==> config.mk <==
export PLATFORM = sky130hd
export DESIGN_NAME = cva5_fifo_flex
export DESIGN_NICKNAME = d
export VERILOG_FILES = /design/src/rtl/cva5_fifo_flex.sv
export SDC_FILE = /design/constraint.sdc
export NUM_CORES = 1
export LEC_CHECK = 0
export BUFFER_PORTS_ARGS = -buffer_cell sky130_fd_sc_hd__buf_4
export CAP_MARGIN = 30
export CORE_MARGIN = 2
export CORE_UTILIZATION = 35
export CTS_BUF_LIST = sky130_fd_sc_hd__clkbuf_2 sky130_fd_sc_hd__clkbuf_4 sky130_fd_sc_hd__clkbuf_8
export DETAILED_ROUTE_END_ITERATION = 6
export GPL_TIMING_DRIVEN = 1
export PLACE_DENSITY_LB_ADDON = 0.2
export RECOVER_POWER = 25
export SYNTH_ARGS = -nofsm -noshare
export SYNTH_HDL_FRONTEND = slang
export SYNTH_SLANG_ARGS = --single-unit
==> constraint.sdc <==
create_clock -name clk -period 3.8 [get_ports clk]
set_input_delay 0.19 -clock clk [delete_from_list [all_inputs] [get_ports clk]]
set_output_delay 0.19 -clock clk [all_outputs]
set_load 0.01 [all_outputs]
==> src/rtl/cva5_fifo_flex.sv <==
// rtl/cva5_fifo_flex.sv - flexible-depth FWFT FIFO with count, almost-full, flush, bypass and error flags
//
// Ports:
//   clk, rst        rising-edge clock, synchronous active-high reset
//   push, data_in   enqueue request and entry
//   pop             dequeue the head entry
//   flush           discard all contents at the next edge (overrides push/pop)
//   data_out, valid head entry (first-word fall-through) and its qualifier
//   full, almost_full, count   status decoded from the registered occupancy
//   overflow_err, underflow_err sticky illegal-push / illegal-pop flags
module cva5_fifo_flex #(
    parameter int DATA_WIDTH        = 32,
    parameter int FIFO_DEPTH        = 4,
    parameter int ALMOST_FULL_LEVEL = FIFO_DEPTH - 1,
    parameter int BYPASS            = 0,
    parameter int SAFE_MODE         = 1
) (
    input  logic                                 clk,
    input  logic                                 rst,
    input  logic                                 push,
    input  logic                                 pop,
    input  logic                                 flush,
    input  logic [DATA_WIDTH-1:0]                data_in,
    output logic [DATA_WIDTH-1:0]                data_out,
    output logic                                 valid,
    output logic                                 full,
    output logic                                 almost_full,
    output logic [$clog2(FIFO_DEPTH+1)-1:0]      count,
    output logic                                 overflow_err,
    output logic                                 underflow_err
);
    localparam int CW = $clog2(FIFO_DEPTH + 1);
    localparam int PW = (FIFO_DEPTH > 1) ? $clog2(FIFO_DEPTH) : 1;

    logic [DATA_WIDTH-1:0] mem [FIFO_DEPTH];
    logic [PW-1:0]         rd_ptr;
    logic [PW-1:0]         wr_ptr;

    logic empty;
    logic pass_through;
    logic push_ok;
    logic pop_ok;
    logic push_eff;
    logic pop_eff;

    assign empty       = (count == '0);
    assign full        = (count == CW'(FIFO_DEPTH));
    assign almost_full = (count >= CW'(ALMOST_FULL_LEVEL));

    // With bypass enabled, a push+pop into an empty FIFO hands the entry
    // straight through; storage, pointers and count are left alone.
    assign pass_through = (BYPASS != 0) && empty && push && pop;

    assign push_ok = !full || pop;
    assign pop_ok  = !empty || ((BYPASS != 0) && push);

    // Legality gating only applies when protection is on; otherwise the
    // request goes through as asked and the flags still record it.
    assign push_eff = push && !flush && !pass_through && (push_ok || (SAFE_MODE == 0));
    assign pop_eff  = pop && !flush && !pass_through && (!empty || (SAFE_MODE == 0));

    assign valid    = !empty || ((BYPASS != 0) && push);
    assign data_out = ((BYPASS != 0) && empty) ? data_in : mem[rd_ptr];

    always_ff @(posedge clk) begin
        if (rst) begin
            count         <= '0;
            overflow_err  <= 1'b0;
            underflow_err <= 1'b0;
        end else begin
            if (flush) begin
                count <= '0;
            end else begin
                count <= count + CW'(push_eff) - CW'(pop_eff);
            end
            if (push && !push_ok && !flush) begin
                overflow_err <= 1'b1;
            end
            if (pop && !pop_ok && !flush) begin
                underflow_err <= 1'b1;
            end
        end
    end

    // Storage is deliberately not reset.
    always_ff @(posedge clk) begin
        if (push_eff && !rst) begin
            mem[wr_ptr] <= data_in;
        end
    end

    generate
        if (FIFO_DEPTH == 1) begin : g_single
            assign rd_ptr = '0;
            assign wr_ptr = '0;
        end else begin : g_ptrs
            // Explicit wrap so non-power-of-two depths never alias.
            function automatic logic [PW-1:0] next_ptr(input logic [PW-1:0] p);
                return (p == PW'(FIFO_DEPTH - 1)) ? '0 : p + PW'(1);
            endfunction

            always_ff @(posedge clk) begin
                if (rst || flush) begin
                    rd_ptr <= '0;
                    wr_ptr <= '0;
                end else begin
                    if (push_eff) begin
                        wr_ptr <= next_ptr(wr_ptr);
                    end
                    if (pop_eff) begin
                        rd_ptr <= next_ptr(rd_ptr);
                    end
                end
            end
        end
    endgenerate

    generate
        if (SAFE_MODE == 0) begin : g_checks
            a_no_overflow : assert property (@(posedge clk) disable iff (rst)
                !(push && full && !pop));
            a_no_underflow : assert property (@(posedge clk) disable iff (rst)
                !(pop && empty && !(push && (BYPASS != 0))));
        end
    endgenerate
endmodule

### Word level (Yosys, flattened, before mapping)

Memories as Yosys holds them, arrays and structs flattened. A register that Yosys moved wholly into a read port is not among the register bits.
Cells that the tools add are included.

* register bits: 9
* RAM bits: 128
* output and inout port bits: 40
* logic and storage cells: 38
* memories: 1

* $add $sub $neg: 4
* $lt $le $gt $ge: 1
* equal/unequal tests: 3
* multiplexer cells: 6
* reductions and logical operators: 18

Memories
* mem: depth 4, width 32, rd ports 1, clocked after Yosys merged registers in 1, wr ports 1, line 35 `logic [DATA_WIDTH-1:0] mem [FIFO_DEPTH];`

Operator list (number)
* $logic_and A1 B1 Y1: 9
* $mux W2: 4
* $logic_not A1 Y1: 5
* $add A2 B1 Y2 const B: 2
* $eq A2 B2 Y1 const B: 2
* $add A3 B1 Y3: 1
* $eq A3 B3 Y1 const B: 1
* $ge A3 B2 Y1 const B: 1
* $logic_not A3 Y1: 1
* $sub A3 B1 Y3: 1
* $logic_or A1 B1 Y1: 2
* $mux W1: 2
* $reduce_or A2 Y1: 1

### Depth between registers and ports, before layout

Gate-level depths: netlist of the first run.

* depth in word-level cells: 7
* depth in mapped cells: 9
* gate-level depth less buffers: 9

### Least setup slack after synthesis of the first run

OpenSTA, ideal clock, no wires.

* path type: reg2reg
* from: register count[1]
* to: memory mem[0][0], enable pin
* setup time: 468 ps
* arrival: 3167 ps
* data required time: 3332 ps
* slack: 165 ps
* cell stages (with the launch flop): 4
* buffers on the path: 0
* period minus slack after synthesis: 3635 ps
* path through: dfxtp_1 > or4b_4 > nand2_4 > nor3b_1

* cells in the longest elaborated chain, start to end: 7

Ends and longest elaborated chain
* start, declared: line 28 `output logic [$clog2(FIFO_DEPTH+1)-1:0] count,`
* start signal, assigned: line 74 `count <= count + CW'(push_eff) - CW'(pop_eff);`
* $eq A3 B3 Y1: line 47 `assign full = (count == CW'(FIFO_DEPTH));`
* $logic_not A1 Y1: line 54 `assign push_ok = !full || pop;`
* $logic_or A1 B1 Y1: line 54
* $logic_and A1 B1 Y1: line 59 `assign push_eff = push && !flush && !pass_through && (push_ok || (SAFE_MODE == 0));`
* $logic_and A1 B1 Y1: line 87 `if (push_eff && !rst) begin`
* $mux W1: line 87
* $mux W1 (implied by the code): line 88 `mem[wr_ptr] <= data_in;`
* end, declared: line 35

No other way between the ends.

==> results.py, run 1 <==
metrics = {
    "critical_path": {
        "cp_common_cell": "buf_4",
        "path_cells": "buf_4, mux4_2, buf_4",
        "cpMaxStageDelayCell": "dfxtp_2",
        "cp.required_ns": 3.61,
        "cp-start-kind": "flip-flop",
        "worstPathArrival_ns": 2.36,
        "end_kind": "output pin",
        "cp_top_family": "flip-flops",
        "max_stage_delay_ns": 0.78,
        "path_buf_inv": 2,
        "crit_type": "flip-flop to output pin",
        "r2r.worst_path.cells": 4,
        "cp_max_fo": 18,
        "cp.depth": 3,
    },
    "drt": {
        "top_layer": "met4",
        "drtIter0Drc": 182,
        "wl_met3_um": 456,
        "met2WireLength_um": 4911,
        "wirelength_um": 9662,
        "drtPass1Iterations": 7,
        "antenna_left": 0,
        "routedWlPerCell_um": 17.41,
        "via_per_inst": 4.649,
        "met1_length_um": 4209,
        "drc_errors": 0,
        "vias": 2580,
    },
    "floorplanning": {
        "io_pins": 77,
        "initial_utilization": 0.3585,
        "core-area_um2": 14530,
        "dieArea_um2": 15880,
        "rows": 44,
        "die_h_um": 126.0,
        "die_w_um": 126.0,
    },
    "logic_synthesis": {
        "synth_edf_count": 128,
        "synth.cell_area_um2": 5210,
        "yosys-top-cells-area": "edfxtp_1, mux4_2, dfxtp_1",
        "synthMuxAreaShare": 0.1499,
        "synth-simple-area-share": 0.02954,
        "netlist_instances": 233,
        "synthFlopType": "edfxtp_1",
        "synth-seq-area-share": 0.7800,
        "ys_types": 24,
        "synth_top_family_by_area": "multiplexers",
        "ys_seq_elements": 139,
        "synth_compound_area_frac": 0.004083,
        "synth_top_area_cell": "edfxtp_1",
        "postSynthNetCount": 278,
        "yosysTopAreaCellShare": 0.7378,
        "synthXorXnorAreaFrac": 0.003362,
        "ys_async_sr_fraction": 0,
        "syn_area_per_cell_um2": 22.36,
        "synth-adder-area-share": 0.02065,
        "yosys_warnings": 0,
    },
    "final_layout": {
        "register_area_um2": 4066,
        "synthToLayoutAreaGrowth_pct": 27.40,
        "final_area_um2": 6638,
        "drive_above_1_share": 0.3423,
        "diodes": 0,
        "layout_commonest_cell": "edfxtp_1",
        "multi_input_area_um2": 1101,
        "nNetsFinal": 406,
        "final_cell_mix": "edfxtp_1, buf_4, dlygate4sd3_1",
        "fin_util": 0.4567,
        "final.fill_count": 1268,
    },
    "clock_network": {
        "cts-root-buf": "clkbuf_8",
        "cts_htree_levels": 4,
        "clk_latency_ns": 0.43,
        "cts_buffers": 17,
        "cts_tree": "built",
        "cts_resized": 0,
        "clock_sinks": 139,
        "postCtsSetupRepairBufs": 0,
        "clk_pin_slew_ns": 0.07,
        "clk_path_buf_depth": 2,
    },
    "grt": {
        "gr-usage-all-layers": 0.1323,
        "grt_pass1_wl_um": 15540,
        "grt-ovfl-total": 0,
        "antenna_found_initial": 0,
        "grt_pass1_vias": 2879,
        "grt_max_degree": 33,
    },
    "placed_design": {
        "portBuffers": 76,
        "hpwl_um": 6101,
        "post_dp_cell_area_um2": 6047,
        "routabilityCongestion": 0.7492,
    },
    "sta": {
        "rsz0062_at_grt": "false",
        "relSlewSlack": 0.3912,
        "period_minus_slack_ns": 2.554,
        "setup_violations": 0,
        "final.setup.tns_ns": 0,
        "max_freq_ghz": 0.3915,
        "fin_skew_ns": 0.005782,
        "drv_slew": 0,
        "whs_ns": 0.1063,
        "hold_violations": 0,
        "period_share": 0.6722,
        "worstMarginPinSlew_ns": 0.9133,
    },
    "power_and_ir_drop": {
        "intPower_mw": 2.299,
        "clockPowerShare": 0.360,
        "combPwrFrac": 0.048,
        "power_mw": 2.858,
        "pwr_density_cell_nw_per_um2": 430.6,
        "pwr-share-seq": 0.592,
        "leakage_nw": 2.253,
        "p_sw_mw": 0.5586,
        "ir_drop_v": 0.0002011,
        "p_sw_frac": 0.1955,
    },
    "hold_path": {
        "hold_path_depth": 4,
        "min_path_type": "input port to flip-flop",
    },
    "flow_run": {
        "drv_cap": 0,
    },
    "status": {
        "outcome": "finished clean",
    },
}
==> through the flow <==
step | cells | setup WS, ns
after global placement | 491 | 1.484
final | 555 | 1.246
after CTS | 555 | 1.126
after detailed placement | 492 | 1.455
after floorplan | 233 | 0.1648
after global routing | 555 | 1.018
==> area by class of cell <==
cell class / count / area share
clock inverter: 6 / 0.007540
clock buffer: 23 / 0.04204
sequential: 139 / 0.6126
multi-input combinational: 80 / 0.1659
inverter: 6 / 0.003393
timing repair buffer: 117 / 0.1338
tap: 184 / 0.03468
==> synth_stat cells, types with 2 or more instances <==
master / instances
ha_1: 7
mux4_2: 32
edfxtp_1: 128
nor3b_1: 5
dfxtp_1: 11
xor2_1: 2
a21oi_1: 2
inv_1: 6
buf_4: 3
nor3_1: 3
buf_1: 3
nor2_1: 5
mux2i_1: 6
nand2_1: 10
==> cells by family (layout without fill, tap and decap cells) <==
kind of cell,after synthesis,after routing
compound gates,4,4
fa+ha+maj,8,8
buf+inv,14,152
simple gates,28,28
xor+xnor,2,2
flops,139,139
mux,38,38
==> final timing paths <==
check,end,start,slack (ns)
setup / recovery,data_out[20],flip-flop,1.25
hold / removal,overflow_err,pop,0.11
setup reg to reg,mem[2][2],count[1],1.50
hold reg to reg,underflow_err,underflow_err,0.49
==> layer usage <==
layer / up-vias / track usage
met1: 1304 / 0.1604
met2: 63 / 0.2185
met5: - / 0
li1: 1204 / -
met3: 9 / 0.05055
met4: 0 / 0.04460
==> power groups by stage <==
stage                     Clock, mW  Sequential [mW]  Combinational [mW]
after floorplan                   0             1.72              0.0436
after global placement            0             1.72               0.119
after detailed placement          0             1.72               0.122
after CTS                      1.06             1.69               0.151
after global routing           1.13             1.69               0.153
final                          1.03             1.69               0.138
==> what timing repair did <==
item | 4_1_cts | 5_1_grt
endpoints found under the setup margin | 0 | 0
endpoints found under the hold margin | 132 | 0
hold buffers | 34 | 0
==> worst reg2reg max path: stages, from the launching register on <==
cell and delay (ns):
dfxtp_1 0.46, or4b_4 0.20, nand2_4 0.09, nor3b_2 0.71, buf_4 0.49
==> registers in the layout (all words and copies together) (netlist names), named ones only <==
| signal | flops |
|---|---|
| underflow_err | 1 |
| wr_ptr | 2 |
| rd_ptr | 2 |
| count | 3 |
| overflow_err | 1 |
| mem | 128 |
Power figures use the tool's default switching activity.
==> inputs of run 2 (changes only) <==
clock period = 2.3 ns   (was 3.8 ns; I/O delays follow)
==> run 2 against run 1 <==
Against the previous run: total power is 77% higher; setup slack got worse by 1.1 ns; cell count increased by 1.4%; via count rose by 3.3%; routed wire length up 0.23%; design area up 3.6%; sequential power rose by 65%; worst hold slack better by 0.056 ns; critical path type is now flip-flop to flip-flop; largest power group unchanged.
==> results.py, run 2 (synthesis results as in run 1) <==
metrics = {
    "drt": {
        "drtIter0Drc": 124,
        "vias": 2665,
        "routedWlPerCell_um": 17.20,
        "antenna_left": 0,
        "drtPass1Iterations": 4,
        "drc_errors": 0,
        "wirelength_um": 9684,
        "via_per_inst": 4.734,
    },
    "sta": {
        "rsz0062_at_grt": "false",
        "fin_skew_ns": 0.007775,
        "setup_violations": 0,
        "period_minus_slack_ns": 2.143,
        "period_share": 0.9316,
        "worstMarginPinSlew_ns": 0.8762,
        "relSlewSlack": 0.4153,
        "drv_slew": 0,
        "setup_slack_ns": 0.1573,
        "max_freq_ghz": 0.4667,
        "hold_violations": 0,
    },
    "critical_path": {
        "cp_max_fo": 6,
        "end_kind": "flip-flop",
        "worstPathArrival_ns": 2.50,
        "crit_type": "flip-flop to flip-flop",
        "cp.required_ns": 2.66,
        "cp-start-kind": "flip-flop",
    },
    "placed_design": {
        "pre_cts_ws_ns": 0.1702,
        "hpwl_um": 6074,
        "portBuffers": 76,
        "routabilityCongestion": 0.7106,
    },
    "grt": {
        "antenna_found_initial": 0,
        "grt_pass1_wl_um": 15090,
        "gr-usage-all-layers": 0.1290,
        "grt_pass1_vias": 2813,
        "grt-ovfl-total": 0,
        "grt_max_degree": 27,
    },
    "clock_network": {
        "clk_latency_ns": 0.43,
        "cts_buffers": 17,
        "cts-root-buf": "clkbuf_8",
        "cts_tree": "built",
        "clk_path_buf_depth": 2,
        "postCtsSetupRepairBufs": 0,
        "cts_hold_buf": 35,
        "clk_pin_slew_ns": 0.07,
        "cts_htree_levels": 4,
        "clock_sinks": 139,
        "cts_resized": 0,
    },
    "final_layout": {
        "largestRegisters": "mem (128), count (3)",
        "drive_above_1_share": 0.3588,
        "diodes": 0,
        "synthToLayoutAreaGrowth_pct": 31.96,
        "final_cell_mix": "edfxtp_1, buf_4, dlygate4sd3_1",
        "regMostFlops": "mem",
        "fin_util": 0.4731,
        "largest_reg_flops": 128,
        "nNetsFinal": 411,
        "layout_commonest_cell": "edfxtp_1",
    },
    "power_and_ir_drop": {
        "leakage_nw": 2.356,
        "ir_drop_v": 0.0002987,
        "pwr_density_cell_nw_per_um2": 736.9,
    },
    "floorplanning": {
        "initial_utilization": 0.3585,
        "rows": 44,
        "core-area_um2": 14530,
        "io_pins": 77,
        "dieArea_um2": 15880,
        "die_w_um": 126.0,
        "die_h_um": 126.0,
    },
    "flow_run": {
        "drv_cap": 0,
    },
    "hold_path": {
        "min_path_type": "input port to flip-flop",
    },
    "status": {
        "outcome": "finished clean",
    },
}
==> run 2: cell types whose count changed in the layout (fill, tap and decap cells not counted), moves of 2 or more <==
cell        delta
buf_12         +7
bufinv_16      +3
clkbuf_4       -6
clkinv_2       +4
clkinvlp_4     +2
nor3b_2        -4
nor3b_4        +4
==> run 2: path summary, 6_finish.rpt <==
check,from,endpoint,slack [ns],cells after the start
worst min register to register,underflow_err,underflow_err,0.47,2
worst max register to register,count[0],count[2],0.16,8
worst min-delay path,push,overflow_err,0.16,4
worst max-delay path,count[0],count[2],0.16,8
==> run 2: stage by stage <==
stage | setup TNS [ns] | hold WS [ns] | area [um2] | cells | total power, mW
floorplan | -19.49 | 0.1925 | 5236 | 233 | 2.923
global placement | 0 | 0.3156 | 6186 | 496 | 3.056
detailed placement | 0 | 0.3178 | 6186 | 496 | 3.062
CTS | 0 | 0.1278 | 6950 | 563 | 5.147
global route | 0 | 0.1457 | 6875 | 563 | 5.240
finish | 0 | 0.1624 | 6875 | 563 | 5.066
==> run 2: area by class of cell <==
| class | count | area (um2) |
|---|---|---|
| fillers | 1288 | 7659 |
| flip-flops and latches | 139 | 4066 |
| multi-input cells | 80 | 1126 |
| repair buffers | 122 | 1016 |
| clock buffers | 17 | 234.0 |
| well taps | 184 | 230.2 |
| clock inverters | 15 | 180.2 |
| inverters | 6 | 22.52 |
==> run 2: power breakdown <==
part	internal, mW	switching [mW]	total, mW	leakage [nW]
Sequential	2.78	0.00934	2.79	1.25
Combinational	0.132	0.109	0.241	0.902
Clock	1.16	0.875	2.03	0.207
==> run 2: metal layers <==
layer	track usage	vias up	part of all wire
li1	-	1218	-
met1	0.1644	1368	0.45
met2	0.2034	61	0.48
met3	0.04121	18	0.043
met4	0.05818	0	0.021
met5	0	-	0
==> run 2: worst max-delay path: stages (launching register included) <==
cell	delay (ns)
dfxtp_1	0.37
or4b_4	0.56
nand2_4	0.13
xor2_1	0.15
ha_1	0.16
inv_1	0.05
fa_1	0.37
xor2_1	0.15
nor3_1	0.13
==> inputs of run 3 (changes only) <==
clock period = 2.6 ns   (was 2.3 ns; I/O delays follow)
==> run 3 against run 2 <==
Against the previous run: cell count fell by 0.36%; routed wire length fell by 3.7%; total power fell by 2.1%; design area barely moved; first-iteration DRC count fell by 30%; sequential cell count did not move; die area did not move.
==> results.py, run 3 (synthesis results as in run 1) <==
metrics = {
    "floorplanning": {
        "core-area_um2": 14530,
        "die_h_um": 126.0,
        "io_pins": 77,
        "die_w_um": 126.0,
        "initial_utilization": 0.3585,
        "rows": 44,
        "dieArea_um2": 15880,
    },
    "critical_path": {
        "end_kind": "flip-flop",
        "crit_start": "count[1]",
        "max_stage_delay_ns": 0.58,
        "crit_type": "flip-flop to flip-flop",
        "cp-start-kind": "flip-flop",
        "worstReg2RegStart": "count[1]",
        "cpMaxStageDelayCell": "or4b_4",
        "path_cells": "or4b_4, nand2_4, xor2_1, ha_1, inv_1, fa_1, xor2_1, nor3_1",
        "cp.required_ns": 2.95,
        "cp_top_family": "simple AND/OR/NAND/NOR gates",
        "cp_max_fo": 7,
        "cp.depth": 8,
        "cp_common_cell": "xor2_1",
        "path_buf_inv": 1,
        "r2r.worst_path.cells": 8,
        "worstPathArrival_ns": 2.61,
    },
    "power_and_ir_drop": {
        "combPwrFrac": 0.041,
        "p_sw_frac": 0.1759,
        "pwr-share-seq": 0.498,
        "leakage_nw": 2.366,
        "p_sw_mw": 0.8726,
        "pwr_density_cell_nw_per_um2": 721.6,
        "clockPowerShare": 0.461,
        "ir_drop_v": 0.0002978,
        "intPower_mw": 4.089,
    },
    "clock_network": {
        "cts-root-buf": "clkbuf_8",
        "cts_htree_levels": 4,
        "cts_tree": "built",
        "cts_buffers": 17,
        "clk_path_buf_depth": 2,
        "clk_latency_ns": 0.43,
        "clock_sinks": 139,
        "clk_pin_slew_ns": 0.08,
        "cts_resized": 0,
    },
    "sta": {
        "relSlewSlack": 0.6230,
        "max_freq_ghz": 0.4438,
        "final.setup.tns_ns": 0,
        "fin_skew_ns": 0.01291,
        "hold_violations": 0,
        "period_minus_slack_ns": 2.253,
        "drv_slew": 0,
        "setup_violations": 0,
        "worstMarginPinSlew_ns": 0.5635,
        "rsz0062_at_grt": "false",
        "whs_ns": 0.1796,
        "setup_slack_ns": 0.3465,
        "period_share": 0.8667,
    },
    "final_layout": {
        "diodes": 0,
        "register_area_um2": 4066,
        "nNetsFinal": 409,
        "synthToLayoutAreaGrowth_pct": 31.99,
        "final.fill_count": 1269,
        "final_cells": 561,
        "final_cell_mix": "edfxtp_1, buf_4, dlygate4sd3_1",
        "multi_input_area_um2": 1107,
        "regMostFlops": "mem",
        "layout_commonest_cell": "edfxtp_1",
        "fin_util": 0.4731,
        "largest_reg_flops": 128,
        "drive_above_1_share": 0.3554,
        "largestRegisters": "mem (128), count (3)",
    },
    "placed_design": {
        "dp.cells": 494,
        "pre_cts_ws_ns": 0.3411,
        "routabilityCongestion": 0.7014,
        "portBuffers": 76,
        "hpwl_um": 5581,
    },
    "drt": {
        "routedWlPerCell_um": 16.62,
        "vias": 2586,
        "wirelength_um": 9325,
        "drtPass1Iterations": 4,
        "drc_errors": 0,
        "antenna_left": 0,
        "drtIter0Drc": 87,
        "via_per_inst": 4.610,
    },
    "grt": {
        "grtUsageMet1": 0.1592,
        "grt_pass1_vias": 2740,
        "grt_pass1_wl_um": 14890,
        "grt.busiest_layer": "met2",
        "use_met2": 0.2018,
        "grt_use_met3": 0.04630,
        "gr-usage-all-layers": 0.1272,
        "antenna_found_initial": 0,
        "grt-ovfl-total": 0,
        "grt_max_degree": 33,
    },
    "hold_path": {
        "min_path_type": "input port to flip-flop",
        "worstHoldStart": "push",
        "hold_path_depth": 4,
    },
    "status": {
        "outcome": "finished clean",
    },
    "flow_run": {
        "drv_cap": 0,
    },
}
[run 3: changes by cell type in the layout (fill, tap and decap cells not counted), sizes merged]
cell      delta
clkinvlp     -2
buf          -1
clkinv       -3
clkbuf       -1
bufinv       +5
[run 3: per-stage QoR]
step                      area, um2  total power, mW
after floorplan                5215            2.584
after global placement         6065            2.692
after detailed placement       6065            2.697
after CTS                      6948            5.038
after global routing           6877            5.152
final                          6877            4.962
[run 3: path summary, 6_finish.rpt]
kind | end | slack (ns)
max reg2reg | count[2] | 0.35
max | count[2] | 0.35
min reg2reg | overflow_err | 0.48
min | overflow_err | 0.18
[run 3: layout make-up]
type,instances,share of cell area
inverter,6,0.003275
clock inverter,15,0.04349
sequential,139,0.5913
timing repair buffer,120,0.1334
clock buffer,17,0.03402
tap,184,0.03348
multi-input combinational,80,0.1610
[run 3: repair_timing]
| action | CTS | global route |
|---|---|---|
| hold endpoints to repair | 132 | 0 |
| hold buffers | 35 | 0 |
| buffers inserted | 0 | 0 |
[run 3: per-layer routing]
metal | vias to the layer above | wire, um
met5 | - | 0
li1 | 1211 | -
met4 | 0 | 152
met1 | 1306 | 4012
met3 | 10 | 450
met2 | 59 | 4710
[run 3: power groups by stage]
stage          registers, mW  logic [mW]  clock network, mW
6_report                2.47       0.204               2.29
5_1_grt                 2.47       0.225               2.46
4_1_cts                 2.47       0.222               2.35
3_5_place_dp            2.52       0.178                  0
3_3_place_gp            2.52       0.174                  0
2_1_floorplan           2.52      0.0643                  0
[run 3: worst reg2reg max path: stages, from the launching register on]
cell	delay, ns
dfxtp_1	0.39
or4b_4	0.58
nand2_4	0.16
xor2_1	0.18
ha_1	0.16
inv_1	0.05
fa_1	0.37
xor2_1	0.15
nor3_1	0.13
